<file path="src/rtl/i2c_master_pkg.sv">
// Shared types for the register-style I2C master: FSM states, SCL quarter
// phases and the latched transaction request.
package i2c_master_pkg;

  typedef enum logic [3:0] {
    IDLE, START, TX_BYTE, RX_ACK, RESTART, RX_BYTE, TX_NACK, STOP, DONE
  } I2cState;

  typedef enum logic [1:0] {Q0, Q1, Q2, Q3} Quarter;

  typedef struct packed {
    logic       rw;
    logic [6:0] dev_addr;
    logic [7:0] reg_addr;
    logic [7:0] wr_data;
  } I2cRequest;

endpackage

</file>
<file path="src/rtl/i2c_quarter_timer.sv">
// Divides clk into SCL quarter periods; freezes while a slave stretches SCL.
module i2c_quarter_timer
  import i2c_master_pkg::*;
#(
  parameter int CLK_DIV = 34
) (
  input  logic   clk,
  input  logic   reset,
  input  logic   clear,
  input  logic   hold,
  output logic   tick,
  output Quarter quarter
);

  localparam int CW = $clog2(CLK_DIV);

  logic [CW-1:0] cnt;

  // tick marks the last cycle of the current quarter
  assign tick = (cnt == '0) && !hold && !clear;

  always_ff @(posedge clk) begin
    if (reset || clear) begin
      cnt     <= CW'(CLK_DIV - 1);
      quarter <= Q0;
    end else if (tick) begin
      cnt     <= CW'(CLK_DIV - 1);
      quarter <= Quarter'(quarter + 2'd1);
    end else if (!hold) begin
      cnt <= cnt - 1'b1;
    end
  end

endmodule

</file>
<file path="src/rtl/i2c_reg_master.sv">
// Single-register I2C master: write (S,dev,reg,data,P) or read
// (S,dev,reg,Sr,dev|1,data,NACK,P) with a start/ready/done handshake.
module i2c_reg_master
  import i2c_master_pkg::*;
#(
  parameter int CLK_DIV = 34
) (
  input  logic       clk,
  input  logic       reset,
  input  logic       start,
  input  logic       rw,
  input  logic [6:0] dev_addr,
  input  logic [7:0] reg_addr,
  input  logic [7:0] wr_data,
  output logic       ready,
  output logic       done,
  output logic       ack_error,
  output logic [7:0] rd_data,
  output logic       scl_oe,
  output logic       sda_oe,
  input  logic       scl_in,
  input  logic       sda_in
);

  I2cState   state, state_next;
  I2cRequest req;
  Quarter    quarter;
  logic      tick, phase_end, sample, hold, accept;
  logic [7:0] shreg;
  logic [2:0] bit_cnt;
  logic [1:0] byte_sel;  // 0: dev, 1: reg, 2: data or dev|1
  logic      ack_bit;
  logic      scl_d, sda_d, tx_bit;

  assign accept    = start && ready;
  assign hold      = !scl_oe && !scl_in;
  assign phase_end = tick && (quarter == Q3);
  assign sample    = tick && (quarter == Q2);

  i2c_quarter_timer #(.CLK_DIV(CLK_DIV)) u_timer (
    .clk     (clk),
    .reset   (reset),
    .clear   ((state == IDLE) || (state == DONE)),
    .hold    (hold),
    .tick    (tick),
    .quarter (quarter)
  );

  always_ff @(posedge clk) begin
    if (reset) state <= IDLE;
    else       state <= state_next;
  end

  always_comb begin
    state_next = state;
    scl_d      = 1'b0;
    sda_d      = 1'b0;
    tx_bit     = (state == TX_BYTE) ? shreg[7] : 1'b1;
    unique case (state)
      IDLE:    if (accept) state_next = START;
      START,
      RESTART: if (phase_end) state_next = TX_BYTE;
      TX_BYTE: if (phase_end && bit_cnt == 3'd7) state_next = RX_ACK;
      RX_ACK: begin
        if (phase_end) begin
          if (ack_bit)               state_next = STOP;
          else if (byte_sel == 2'd0) state_next = TX_BYTE;
          else if (byte_sel == 2'd1) state_next = req.rw ? RESTART : TX_BYTE;
          else                       state_next = req.rw ? RX_BYTE : STOP;
        end
      end
      RX_BYTE: if (phase_end && bit_cnt == 3'd7) state_next = TX_NACK;
      TX_NACK: if (phase_end) state_next = STOP;
      STOP:    if (phase_end) state_next = DONE;
      DONE:    state_next = IDLE;
      default: state_next = IDLE;
    endcase

    unique case (state)
      START, RESTART: begin
        // a repeated start must first pull SCL low before raising SDA
        unique case (quarter)
          Q0: scl_d = (state == RESTART);
          Q1: scl_d = 1'b0;
          Q2: sda_d = 1'b1;
          Q3: begin scl_d = 1'b1; sda_d = 1'b1; end
        endcase
      end
      TX_BYTE, RX_ACK, RX_BYTE, TX_NACK: begin
        scl_d = (quarter == Q0) || (quarter == Q1);
        sda_d = ~tx_bit;
      end
      STOP: begin
        scl_d = (quarter == Q0) || (quarter == Q1);
        sda_d = (quarter != Q3);
      end
      default: ;
    endcase
  end

  always_ff @(posedge clk) begin
    if (reset) begin
      ready     <= 1'b1;
      done      <= 1'b0;
      ack_error <= 1'b0;
      rd_data   <= '0;
      scl_oe    <= 1'b0;
      sda_oe    <= 1'b0;
      req       <= '0;
      shreg     <= '0;
      bit_cnt   <= '0;
      byte_sel  <= '0;
      ack_bit   <= 1'b0;
    end else begin
      scl_oe <= scl_d;
      sda_oe <= sda_d;
      done   <= (state == DONE);
      ready  <= (state == IDLE) && !accept;
      if (accept) begin
        req       <= '{rw: rw, dev_addr: dev_addr, reg_addr: reg_addr, wr_data: wr_data};
        ack_error <= 1'b0;
        shreg     <= {dev_addr, 1'b0};
        bit_cnt   <= '0;
        byte_sel  <= '0;
      end
      unique case (state)
        TX_BYTE: begin
          if (phase_end) begin
            shreg   <= {shreg[6:0], 1'b0};
            bit_cnt <= bit_cnt + 3'd1;
          end
        end
        RX_BYTE: begin
          if (sample)    shreg   <= {shreg[6:0], sda_in};
          if (phase_end) bit_cnt <= bit_cnt + 3'd1;
        end
        RX_ACK: begin
          if (sample) ack_bit <= sda_in;
          if (phase_end) begin
            if (ack_bit) begin
              ack_error <= 1'b1;
            end else if (byte_sel == 2'd0) begin
              shreg    <= req.reg_addr;
              byte_sel <= 2'd1;
            end else if (byte_sel == 2'd1 && !req.rw) begin
              shreg    <= req.wr_data;
              byte_sel <= 2'd2;
            end
          end
        end
        RESTART: begin
          if (phase_end) begin
            shreg    <= {req.dev_addr, 1'b1};
            byte_sel <= 2'd2;
          end
        end
        DONE: if (req.rw && !ack_error) rd_data <= shreg;
        default: ;
      endcase
    end
  end

endmodule

</file>
<file path="config.mk">
export PLATFORM = sky130hd
export DESIGN_NAME = i2c_reg_master
export DESIGN_NICKNAME = d
export VERILOG_FILES = /design/src/rtl/i2c_master_pkg.sv /design/src/rtl/i2c_quarter_timer.sv /design/src/rtl/i2c_reg_master.sv
export SDC_FILE = /design/constraint.sdc
export NUM_CORES = 1
export LEC_CHECK = 0
export BUFFER_PORTS_ARGS = -buffer_cell sky130_fd_sc_hd__buf_2
export CORE_ASPECT_RATIO = 1.1
export CORE_UTILIZATION = 52
export CTS_CLUSTER_SIZE = 40
export DETAILED_ROUTE_END_ITERATION = 8
export PLACE_DENSITY = 0.83
export SLEW_MARGIN = 15
export SYNTH_ARGS = -nofsm -noshare
export SYNTH_HDL_FRONTEND = slang
export SYNTH_HIERARCHICAL = 1
export SYNTH_SLANG_ARGS = --single-unit
</file>
<file path="constraint.sdc">
create_clock -name clk -period 2.4 [get_ports clk]
set_input_delay 0.12 -clock clk [delete_from_list [all_inputs] [get_ports clk]]
set_output_delay 0.12 -clock clk [all_outputs]
set_load 0.05 [all_outputs]
</file>
* After elaboration in Yosys (flattened, before gate mapping)
Cells that the tools add are included.
** Storage, ports and cells
- Output and inout bits :: 13
- Logic and storage cells :: 116
- Input bits :: 29
- Register bits :: 63
** Operators by class
- Bitwise logic cells :: 1
- Reductions and logical operators :: 33
- Multiplexer cells :: 41
- $add $sub $neg :: 3
- Eq/ne operators :: 21
** Operator list (count)
- $mux W8 :: 8
- $pmux W8 S4 :: 1
- $mux W4 :: 7
- $pmux W4 S7 :: 1
- $mux W3 :: 7
- $eq A4 B3 Y1 const B :: 4
- $mux W2 :: 7
- $ne A2 B2 Y1 const B :: 7
- $logic_and A1 B1 Y1 :: 10
- $eq A4 B2 Y1 const B :: 2
- $reduce_or A2 Y1 :: 4
- $logic_not A1 Y1 :: 7
- $reduce_and A7 Y1 :: 1
- $logic_not A6 Y1 :: 1
- $mux W1 :: 6
- $sub A6 B1 Y6 const B :: 1
- $reduce_or A5 Y1 :: 1
- $eq A2 B1 Y1 const B :: 2
- $eq A2 B2 Y1 const B :: 2
- $eq A4 B1 Y1 const B :: 1
- $eq A4 B4 Y1 const B :: 1
- $logic_not A2 Y1 :: 2
- $logic_not A4 Y1 :: 1
- $pmux W1 S2 :: 2
- 10 further kinds :: 13

* Longest topological paths before layout
Gate-level depths: netlist of run 1.
- Depth after elaboration :: 9
- Depth in mapped cells :: 10
- Depth with buffers taken out :: 9

* Modules after synthesis
Netlist of run 1, hierarchy kept.
** Modules (own cells, without submodules)
- i2c_reg_master :: cells an instance 361, area an instance 3012.9 µm², instances 1
- i2c_quarter_timer :: cells an instance 45, area an instance 405.4 µm², instances 1

* Worst setup path after synthesis of run 1
No wires, ideal clock.
- Kind :: register to register
- Start point :: register scl_oe
- End point :: register shreg[6]
- Buffers on the path :: 1
- Setup time :: 0.086 ns
- Stages on the path, launching flop included :: 10
- Data arrival time :: 2.647 ns
- Setup slack :: -0.334 ns
- Cell sequence :: dfxtp_1 -> nor2_1 -> buf_6 -> or4b_4 -> nor2_1 -> nand2_2 -> nor4_4 -> a221oi_1 -> o21a_1 -> a221oi_2
** On the way
- Cells in the longest elaborated chain, start to end :: 8
** RTL lines
- from (decl) :: line i2c_reg_master.sv:19 : output logic scl_oe,
- from (signal assigned) :: line i2c_reg_master.sv:115 : scl_oe <= scl_d;
- $logic_not A1 Y1 (*) :: line i2c_reg_master.sv:36 : assign hold = !scl_oe && !scl_in;
- $logic_and A1 B1 Y1 (*) :: line i2c_reg_master.sv:36
- via hold :: line i2c_reg_master.sv:28 : logic tick, phase_end, sample, hold, accept;
- $logic_not A1 Y1 (*) :: line i2c_quarter_timer.sv:20 : assign tick = (cnt == '0) && !hold && !clear;
- $logic_and A1 B1 Y1 (*) (2 in series) :: line i2c_quarter_timer.sv:20
- via tick :: line i2c_reg_master.sv:28
- $logic_and A1 B1 Y1 (on tied branches) :: line i2c_reg_master.sv:37, i2c_reg_master.sv:38
- $mux W8 (on tied branches)
- $pmux W8 S4 (*) :: line i2c_reg_master.sv:126 : unique case (state)
- to (signal assigned) :: line i2c_reg_master.sv:129 : shreg <= {shreg[6:0], 1'b0};
- to (signal assigned) :: line i2c_reg_master.sv:134 : if (sample) shreg <= {shreg[6:0], sda_in};
- to (signal assigned) :: line i2c_reg_master.sv:153 : shreg <= {req.dev_addr, 1'b1};
- to (decl) :: line i2c_reg_master.sv:29 : logic [7:0] shreg;
The timed path passes the listed nets; every way through them passes the cells marked *.
A chain may end at the register's enable or synchronous reset.

* Worst setup path after layout of run 1
- Start point :: register u_timer.cnt[0]
- End point :: register shreg[1]
** On the way
- Cells in the longest elaborated chain, start to end :: 6
** RTL lines
- from (decl) :: line i2c_quarter_timer.sv:17 : logic [CW-1:0] cnt;
- from (signal assigned) :: line i2c_quarter_timer.sv:24 : cnt <= CW'(CLK_DIV - 1);
- from (signal assigned) :: line i2c_quarter_timer.sv:27 : cnt <= CW'(CLK_DIV - 1);
- from (signal assigned) :: line i2c_quarter_timer.sv:30 : cnt <= cnt - 1'b1;
- $logic_not A6 Y1 (*) :: line i2c_quarter_timer.sv:20
- $logic_and A1 B1 Y1 (*) (2 in series) :: line i2c_quarter_timer.sv:20
- via tick :: line i2c_reg_master.sv:28
- $logic_and A1 B1 Y1 (on tied branches) :: line i2c_reg_master.sv:37, i2c_reg_master.sv:38
- $mux W8 (on tied branches)
- $pmux W8 S4 (*) :: line i2c_reg_master.sv:126
Marked as above.

==> flow_metrics.env, run 1 <==
export IMPL_design_final_nets=490
export IMPL_synth_yosys_seq_area_share_pct=36.9
export IMPL_mapped_cell_area_um2=3420
export IMPL_cts_path_max_buffers=2
export IMPL_die_footprint_um2=6900
export IMPL_fin_worst_skew_ns=0.0119
export IMPL_fp_dieH_um=87.0
export IMPL_vias_in_the_first_global_route=3094
export IMPL_share_of_cells_above_drive_strength_1_pct=22.7
export IMPL_synth_top_area_cell="dfxtp_1"
export IMPL_max_slew_margin_rel_pct=60.9
export IMPL_layout_worst_path_cycle_share_pct=97.2
export IMPL_layout_cells_most_common_list="62 x dfxtp_1, 42 x nor2_1, 42 x nand2_1"
export IMPL_crit_arrival_ns=2.54
export IMPL_route_antenna_remaining_nets=0
export IMPL_critical_path_slowest_cell="or4b_4"
export IMPL_numPlacedInstances=514
export IMPL_grt_max_degree=56
export IMPL_std_cell_rows=30
export IMPL_synth_net_count=443
export IMPL_areaGrowthSynthToFinish_pct=18.5
export IMPL_worstSetupEndpoint="shreg[1]"
export IMPL_hold_viol=0
export IMPL_place_port_buffers=41
export IMPL_routed_wl_um=8620
export IMPL_final_common_cell="dfxtp_1"
export IMPL_post_synth_cell_area_avg_um2=8.42
export IMPL_route_vias_total=3273
export IMPL_root_buffer="clkbuf_8"
export IMPL_power_per_cell_area_nw_per_um2=634
export IMPL_crit_type="reg2reg"
export IMPL_cts_clk_slew_worst_paths_ns=0.07
export IMPL_worst_path_dominant_cell_family="simple AND/OR/NAND/NOR gates"
export IMPL_initial_utilization_pct=54.5
export IMPL_clk_insertion_delay_late_ns=0.35
export IMPL_worst_slack_ns=0.0668
export IMPL_timing_final_setup_violations=0
export IMPL_synth_edf_count=0
export IMPL_core_um2=6270
export IMPL_drt_pre_antenna_iters=6
export IMPL_grt_ovfl_total=0
export IMPL_ys_ff_latch=63
export IMPL_number_of_buffers_created_by_cts=9
export IMPL_post_synth_main_area_contributors="dfxtp_1 37%, a21oi_1 5.9%, nand2_1 4.7%, nor2_1 4.7%, o21ai_0 3.4%"
export IMPL_ff2ff_path_depth=9
export IMPL_worst_path_buf_inv=1
export IMPL_grt_first_pass_wirelength_um=14300
export IMPL_r2r_start="u_timer/cnt[0]"
export IMPL_average_wire_per_cell_in_the_routed_design_um=16.0
export IMPL_drt_first_iter_violations=362
export IMPL_detail_route_drc_violations=0
export IMPL_grtUsageTotal_pct=26.7
export IMPL_final_cells=538
export IMPL_post_place_ws_ns=-0.00434
export IMPL_result_of_the_run="finished, final reports clean"
export IMPL_hp_class="in2reg"
export IMPL_min_path_cells=3
export IMPL_leakagePower_nw=1.62
export IMPL_worstSetupPathDepth=9
export IMPL_setup_tns_ns=0
export IMPL_antenna_violations_before_repair=0
export IMPL_layout_cell_area_non_filler_um2=4050
export IMPL_synth_flop_cell="dfxtp_1"
export IMPL_drv_max_cap_violation_count=0
export IMPL_library_cells_used_by_synthesis=71
export IMPL_syn_instance_count=406
export IMPL_clock_sink_count=63
export IMPL_tightestPinTransition_ns=0.584
export IMPL_yosysTopAreaCellShare_pct=36.9
export IMPL_end_kind="flop"
export IMPL_start_kind="flop"
export IMPL_tritoncts="yes"
export IMPL_critical_path_required_ns=2.60
export IMPL_fillers=511
export IMPL_floorplan_die_width_um=79.3
export IMPL_irDropWorstVdd_v=0.000367
export IMPL_routabilityCongestion=0.878
export IMPL_cp_startpoint="u_timer/cnt[0]"
export IMPL_reg2reg_to="shreg[1]"
export IMPL_detail_route_vias_per_cell=6.08
export IMPL_reg2reg_slack_ns=0.07
export IMPL_timing_critical_path_slowest_cell_delay_ns=0.48
export IMPL_worst_path_max_fanout=12
export IMPL_timing_final_max_slew_violations=0
export IMPL_hpwlAfterDp_um=5770
export IMPL_yosysWarningCount=6
export IMPL_rsz0062_at_grt="yes"
export IMPL_crit_path_cell_trace="inv_1 -> ha_1 -> or4b_4 -> nor2_4 -> nand2_4 -> nor2_1 -> a211oi_1 -> a2111oi_0 -> a221oi_1"
export IMPL_diodes=0
export IMPL_max_freq_mhz=429
export IMPL_io_pins=42
export IMPL_detailed_place_area_um2=3700
export IMPL_final_min_clock_period_ns=2.33
export IMPL_cts_htree_levels=3
export IMPL_fraction_of_registers_with_async_set_or_reset_after_synthesis_pct=0
==> where the power goes <==
part | internal [mW] | switching [mW] | leakage [nW]
Combinational | 0.165 | 0.248 | 1.00
Sequential | 1.10 | 0.0463 | 0.514
Clock | 0.582 | 0.427 | 0.107
==> synth_stat cells (2+ instances only) <==
cell       number
dfxtp_1        63
nand2_1        43
nor2_1         43
a21oi_1        40
o21ai_0        23
clkbuf_1       14
mux2i_1        11
a221oi_1        9
buf_2           9
inv_1           9
a22oi_1         8
and3_1          8
ha_1            8
and2_1          7
nand2b_1        7
a211oi_1        6
o211ai_1        6
nand3_1         5
a21oi_2         4
nand3b_1        4
nor3_1          4
o2bb2ai_1       4
xnor2_1         4
a2111oi_0       3
buf_4           3
nor3_2          3
nor4_1          3
o21a_1          3
or3_1           3
a21o_1          2
a221oi_2        2
buf_6           2
nor2b_1         2
nor4b_1         2
o31ai_1         2
or2_2           2
==> flip-flops by register name (all words and copies together), names as in the netlist, 2 cells and up <==
signal and flops:
bit_cnt 3, byte_sel 2, rd_data 8, req 24
shreg 8, state 4, u_timer/cnt 6, u_timer/quarter 2
==> area by class of cell <==
type | instances | area (um2) | share of cell area [%]
multi-input cells | 305 | 2030 | 50.2
repair buffers | 65 | 407 | 10.0
clock buffers | 10 | 128 | 3.15
inverters | 9 | 33.8 | 0.834
clock inverters | 6 | 83.8 | 2.07
well taps | 80 | 100 | 2.47
flip-flops and latches | 63 | 1260 | 31.2
==> worst min-delay path, cell delays in order <==
cell and delay, ns:
buf_2 0.10, nand2_1 0.05, a21oi_1 0.05
==> metal layers <==
layer	GRT usage, %	up-vias	share of wire, %
li1	-	1567	-
met1	33.1	1547	43
met2	42.2	137	48
met3	7.12	22	7.2
met4	13.9	0	2.1
met5	0	-	0
==> how the worst min path moves through the flow <==
| stage | startpoint | end |
|---|---|---|
| after CTS | wr_data[0] | req[0] |
| after floorplan | reset | u_timer/cnt[5] |
| final | wr_data[0] | req[0] |
| after global placement | reg_addr[6] | req[14] |
| after global routing | reg_addr[0] | req[8] |
| after detailed placement | reg_addr[6] | req[14] |
==> logic make-up (layout without fill, tap and decap cells) <==
kind of cell | Yosys count | in the layout | synth area share [%]
buffers and inverters | 38 | 90 | 5.27
DFF | 63 | 63 | 36.9
muxes | 11 | 11 | 3.22
and+or+nand+nor | 151 | 151 | 23.8
xor gates and xnor gates | 6 | 6 | 1.76
adders and majority gates | 8 | 8 | 2.93
AOI/OAI and AO/OA | 129 | 129 | 26.1
==> through the flow <==
stage	utilization [%]	power (mW)	hold WS (ns)
6_report	64.6	2.57	0.00316
5_1_grt	64.6	2.67	0.00836
4_1_cts	63.9	2.56	0.000686
3_5_place_dp	59.1	1.55	0.366
3_3_place_gp	59.1	1.53	0.362
2_1_floorplan	-	1.44	0.240
==> what timing repair did <==
action	4_1_cts	5_1_grt
gates resized for setup	4	7
setup buffers	0	1
hold buffers	6	1
endpoints found under the setup margin	4	15
pin swaps	0	4
hold endpoints to repair	6	1
(Power assumes the default switching activity.)
==> inputs of run 2 (changes only) <==
- CORE_ASPECT_RATIO: 1.1 -> unset
==> flow_metrics.env, run 2 (synthesized netlist as in run 1, its figures left out) <==
export IMPL_route_vias_total=3293
export IMPL_cts_path_max_buffers=2
export IMPL_floorplan_die_width_um=83.1
export IMPL_clock_sink_count=63
export IMPL_grt_first_pass_wirelength_um=14300
export IMPL_leakagePower_nw=1.63
export IMPL_max_slew_margin_rel_pct=60.1
export IMPL_setup_tns_ns=0
export IMPL_tightestPinTransition_ns=0.594
export IMPL_timing_final_setup_violations=0
export IMPL_cts_htree_levels=3
export IMPL_grt_ovfl_total=0
export IMPL_final_min_clock_period_ns=2.34
export IMPL_initial_utilization_pct=53.8
export IMPL_power_per_cell_area_nw_per_um2=638
export IMPL_routed_wl_um=8580
export IMPL_antenna_violations_before_repair=0
export IMPL_clk_insertion_delay_late_ns=0.34
export IMPL_start_kind="flop"
export IMPL_crit_type="reg2reg"
export IMPL_r2r_start="u_timer/cnt[1]"
export IMPL_registers_top_by_ff_count="req"
export IMPL_worst_path_max_fanout=6
export IMPL_min_delay_start="wr_data[7]"
export IMPL_grt_max_degree=56
export IMPL_irDropWorstVdd_v=0.000401
export IMPL_areaGrowthSynthToFinish_pct=19.8
export IMPL_final_hold_worst_slack_ns=0.0184
export IMPL_std_cell_rows=29
export IMPL_cp_startpoint="u_timer/cnt[1]"
export IMPL_place_port_buffers=41
export IMPL_routabilityCongestion=0.912
export IMPL_hp_class="in2reg"
export IMPL_hpwlAfterDp_um=5640
export IMPL_number_of_buffers_created_by_cts=9
export IMPL_layout_top_registers="req x24, rd_data x8, shreg x8"
export IMPL_layout_cells_most_common_list="60 x dfxtp_1, 42 x nor2_1, 42 x nand2_1"
export IMPL_max_freq_mhz=427
export IMPL_fin_worst_skew_ns=0.00772
export IMPL_crit_arrival_ns=2.53
export IMPL_tritoncts="yes"
export IMPL_share_of_cells_above_drive_strength_1_pct=24.2
export IMPL_detail_route_vias_per_cell=6.14
export IMPL_hold_viol=0
export IMPL_layout_worst_path_cycle_share_pct=97.6
export IMPL_detail_route_drc_violations=0
export IMPL_route_antenna_remaining_nets=0
export IMPL_fillers=498
export IMPL_largest_register_ffs=24
export IMPL_end_kind="flop"
export IMPL_final_common_cell="dfxtp_1"
export IMPL_drv_max_cap_violation_count=0
export IMPL_result_of_the_run="finished, final reports clean"
export IMPL_root_buffer="clkbuf_8"
export IMPL_die_footprint_um2=6900
export IMPL_vias_in_the_first_global_route=2964
export IMPL_critical_path_required_ns=2.59
export IMPL_average_wire_per_cell_in_the_routed_design_um=16.0
export IMPL_drt_pre_antenna_iters=7
export IMPL_diodes=0
export IMPL_core_um2=6350
export IMPL_design_final_nets=491
export IMPL_io_pins=42
export IMPL_grtUsageTotal_pct=25.2
export IMPL_drt_first_iter_violations=432
export IMPL_reg2reg_slack_ns=0.06
export IMPL_cts_clk_slew_worst_paths_ns=0.08
export IMPL_timing_final_max_slew_violations=0
export IMPL_fp_dieH_um=83.1
export IMPL_utilization_pct=64.5
-- run 2: cell types whose count changed in the layout (fill, tap and decap cells not counted), sizes merged --
cell	change
clkinv	-1
clkinvlp	+1
dlygate4sd3	+1
-- run 2: timing repair --
| action | 4_1_cts | 5_1_grt |
|---|---|---|
| hold buffers | 8 | 0 |
| pin swaps | 0 | 10 |
| setup endpoints to repair | 5 | 7 |
| buffers inserted | 0 | 1 |
| gates resized for setup | 7 | 14 |
| hold endpoints to repair | 8 | 0 |
-- run 2: final cells by class --
cell class              instances  area, um2  share of cell area [%]
multi-input cells             305       2040                    49.9
flip-flops and latches         63       1270                    30.9
repair buffers                 66        424                    10.4
clock buffers                  10        138                    3.36
well taps                      77       96.3                    2.35
clock inverters                 6       92.6                    2.26
inverters                       9       33.8                   0.825
-- run 2: per-stage QoR --
stage | instance area (um2) | std cells | worst slack [ns] | total power [mW]
floorplan | 3420 | 406 | 0.0165 | 1.44
global placement | 3700 | 511 | 0.0789 | 1.53
detailed placement | 3700 | 511 | -0.00782 | 1.54
CTS | 4040 | 535 | 0.0667 | 2.61
global route | 4100 | 536 | -0.0284 | 2.72
finish | 4100 | 536 | 0.0585 | 2.61
-- run 2: final timing paths --
| path | endpoint | cells past startpoint |
|---|---|---|
| worst max-delay path | shreg[1] | 9 |
| worst min-delay path | req[7] | 3 |
| worst max register to register | shreg[1] | 9 |
| worst min register to register | req[15] | 2 |
-- run 2: report_power, final --
group / total [mW] / internal, mW / switching [mW]
Combinational: 0.408 / 0.164 / 0.244
Sequential: 1.15 / 1.10 / 0.0523
Clock: 1.05 / 0.618 / 0.435
Total: 2.61 / 1.88 / 0.731
-- run 2: routing by layer --
layer  track usage, %  share of wire [%]  vias up
li1                 -                  -     1570
met1             34.7                 46     1553
met2             38.9                 46      154
met3             5.17                6.6       16
met4             9.40                1.2        0
met5                0                  0        -
-- run 2: critical path, cell delays in order, from the launching register on --
cell and delay [ns]:
dfxtp_2 0.33, inv_1 0.08, ha_1 0.15, or4b_4 0.48
nor2_4 0.21, and4bb_2 0.33, buf_6 0.14, a22oi_1 0.06
o211ai_1 0.29, a221oi_1 0.13
==> inputs of run 3 (changes only) <==
- CTS_BUF_LIST: unset -> sky130_fd_sc_hd__clkbuf_16
==> flow_metrics.env, run 3 (synthesized netlist as in run 1, its figures left out) <==
export IMPL_hold_viol=0
export IMPL_hp_class="in2reg"
export IMPL_grtUsageTotal_pct=25.3
export IMPL_layout_top_registers="req x24, rd_data x8, shreg x8"
export IMPL_crit_type="reg2reg"
export IMPL_irDropWorstVdd_v=0.000700
export IMPL_dr_max_layer_used="met4"
export IMPL_timing_critical_path_slowest_cell_delay_ns=0.48
export IMPL_hpwlAfterDp_um=5640
export IMPL_die_footprint_um2=6900
export IMPL_floorplan_die_width_um=83.1
export IMPL_timing_final_setup_violations=0
export IMPL_vias_in_the_first_global_route=2945
export IMPL_root_buffer="clkbuf_16"
export IMPL_antenna_violations_before_repair=0
export IMPL_final_hold_worst_slack_ns=0.0231
export IMPL_max_freq_mhz=431
export IMPL_place_port_buffers=41
export IMPL_crit_arrival_ns=2.51
export IMPL_fin_worst_skew_ns=0.00543
export IMPL_route_vias_total=3250
export IMPL_fp_dieH_um=83.1
export IMPL_crit_path_cell_trace="inv_2 -> ha_1 -> or4b_4 -> nor2_4 -> and4bb_2 -> buf_6 -> a22oi_1 -> o211ai_1 -> a221oi_2"
export IMPL_clock_sink_count=63
export IMPL_drt_first_iter_violations=367
export IMPL_routed_wl_um=8650
export IMPL_layout_cells_most_common_list="62 x dfxtp_1, 42 x nor2_1, 42 x nand2_1"
export IMPL_cts_htree_levels=3
export IMPL_route_antenna_remaining_nets=0
export IMPL_grt_ovfl_total=0
export IMPL_initial_utilization_pct=53.8
export IMPL_leakagePower_nw=1.62
export IMPL_number_of_buffers_created_by_cts=9
export IMPL_detailed_place_area_um2=3700
export IMPL_clk_insertion_delay_late_ns=0.33
export IMPL_max_slew_margin_rel_pct=59.9
export IMPL_grt_max_degree=56
export IMPL_wl_met1_um=3820
export IMPL_end_kind="flop"
export IMPL_utilization_pct=64.4
export IMPL_final_cells=528
export IMPL_core_um2=6350
export IMPL_worst_path_dominant_cell_family="simple AND/OR/NAND/NOR gates"
export IMPL_power_per_cell_area_nw_per_um2=718
export IMPL_registers_top_by_ff_count="req"
export IMPL_layout_cell_area_non_filler_um2=4090
export IMPL_diodes=0
export IMPL_start_kind="flop"
export IMPL_dr_wl_met3_um=659
export IMPL_drt_pre_antenna_iters=6
export IMPL_numPlacedInstances=511
export IMPL_cts_clk_slew_worst_paths_ns=0.06
export IMPL_std_cell_rows=29
export IMPL_largest_register_ffs=24
export IMPL_worst_path_max_fanout=6
export IMPL_timing_final_max_slew_violations=0
export IMPL_layout_worst_path_cycle_share_pct=96.8
export IMPL_share_of_cells_above_drive_strength_1_pct=23.7
export IMPL_drv_max_cap_violation_count=0
export IMPL_worst_path_buf_inv=2
export IMPL_tightestPinTransition_ns=0.602
export IMPL_result_of_the_run="finished, final reports clean"
export IMPL_final_min_clock_period_ns=2.32
export IMPL_areaGrowthSynthToFinish_pct=19.7
export IMPL_cts_path_max_buffers=2
export IMPL_detail_route_drc_violations=0
export IMPL_design_final_nets=483
export IMPL_grt_first_pass_wirelength_um=14200
export IMPL_routabilityCongestion=0.912
export IMPL_critical_path_required_ns=2.58
export IMPL_final_common_cell="dfxtp_1"
export IMPL_critical_path_slowest_cell="or4b_4"
export IMPL_io_pins=42
export IMPL_tritoncts="yes"
export IMPL_detail_route_vias_per_cell=6.16
export IMPL_average_wire_per_cell_in_the_routed_design_um=16.4
export IMPL_met2_wirelength_um=3980
export IMPL_setup_tns_ns=0
==> run 3: layer usage <==
metal  vias up  global-route usage (%)
met5         -                       0
met4         0                    12.2
met3        19                    5.27
met2       152                    38.5
met1      1530                    34.1
li1       1549                       -
==> run 3: tightest hold or removal path: stages <==
cell and delay, ns:
buf_2 0.10, nand2_1 0.04, a21oi_1 0.05
==> run 3: stage by stage <==
step | worst slack (ns) | power, mW
6_report | 0.0775 | 2.94
3_5_place_dp | -0.00782 | 1.54
3_3_place_gp | 0.0789 | 1.53
4_1_cts | 0.0864 | 2.94
5_1_grt | -0.0196 | 3.04
2_1_floorplan | 0.0165 | 1.44
==> run 3: where the power goes <==
group | leakage (nW) | total (mW) | switching, mW | internal (mW)
Sequential | 0.514 | 1.15 | 0.0533 | 1.10
Clock | 0.150 | 1.39 | 0.481 | 0.909
Combinational | 0.954 | 0.395 | 0.241 | 0.154
Total | 1.62 | 2.94 | 0.775 | 2.16
==> run 3: area by class of cell <==
cell class | instances | area (um2)
fill | 508 | 2260
multi-input combinational | 305 | 2030
sequential | 63 | 1260
timing repair buffer | 58 | 340
clock buffer | 9 | 225
clock inverter | 7 | 96.3
tap | 77 | 96.3
inverter | 9 | 33.8
==> run 3: final timing paths <==
kind / startpoint / to / slack (ns) / depth (start not counted)
min reg2reg: req[15] / req[15] / 0.46 / 2
max: u_timer/cnt[0] / shreg[2] / 0.08 / 9
min: reg_addr[6] / req[14] / 0.02 / 3
max reg2reg: u_timer/cnt[0] / shreg[2] / 0.08 / 9
==> run 3: repair_timing <==
action / 4_1_cts / 5_1_grt
setup endpoints to repair: 4 / 7
setup buffers: 0 / 1
pin swaps: 0 / 7
hold buffers: 0 / 0
gates resized for setup: 4 / 12
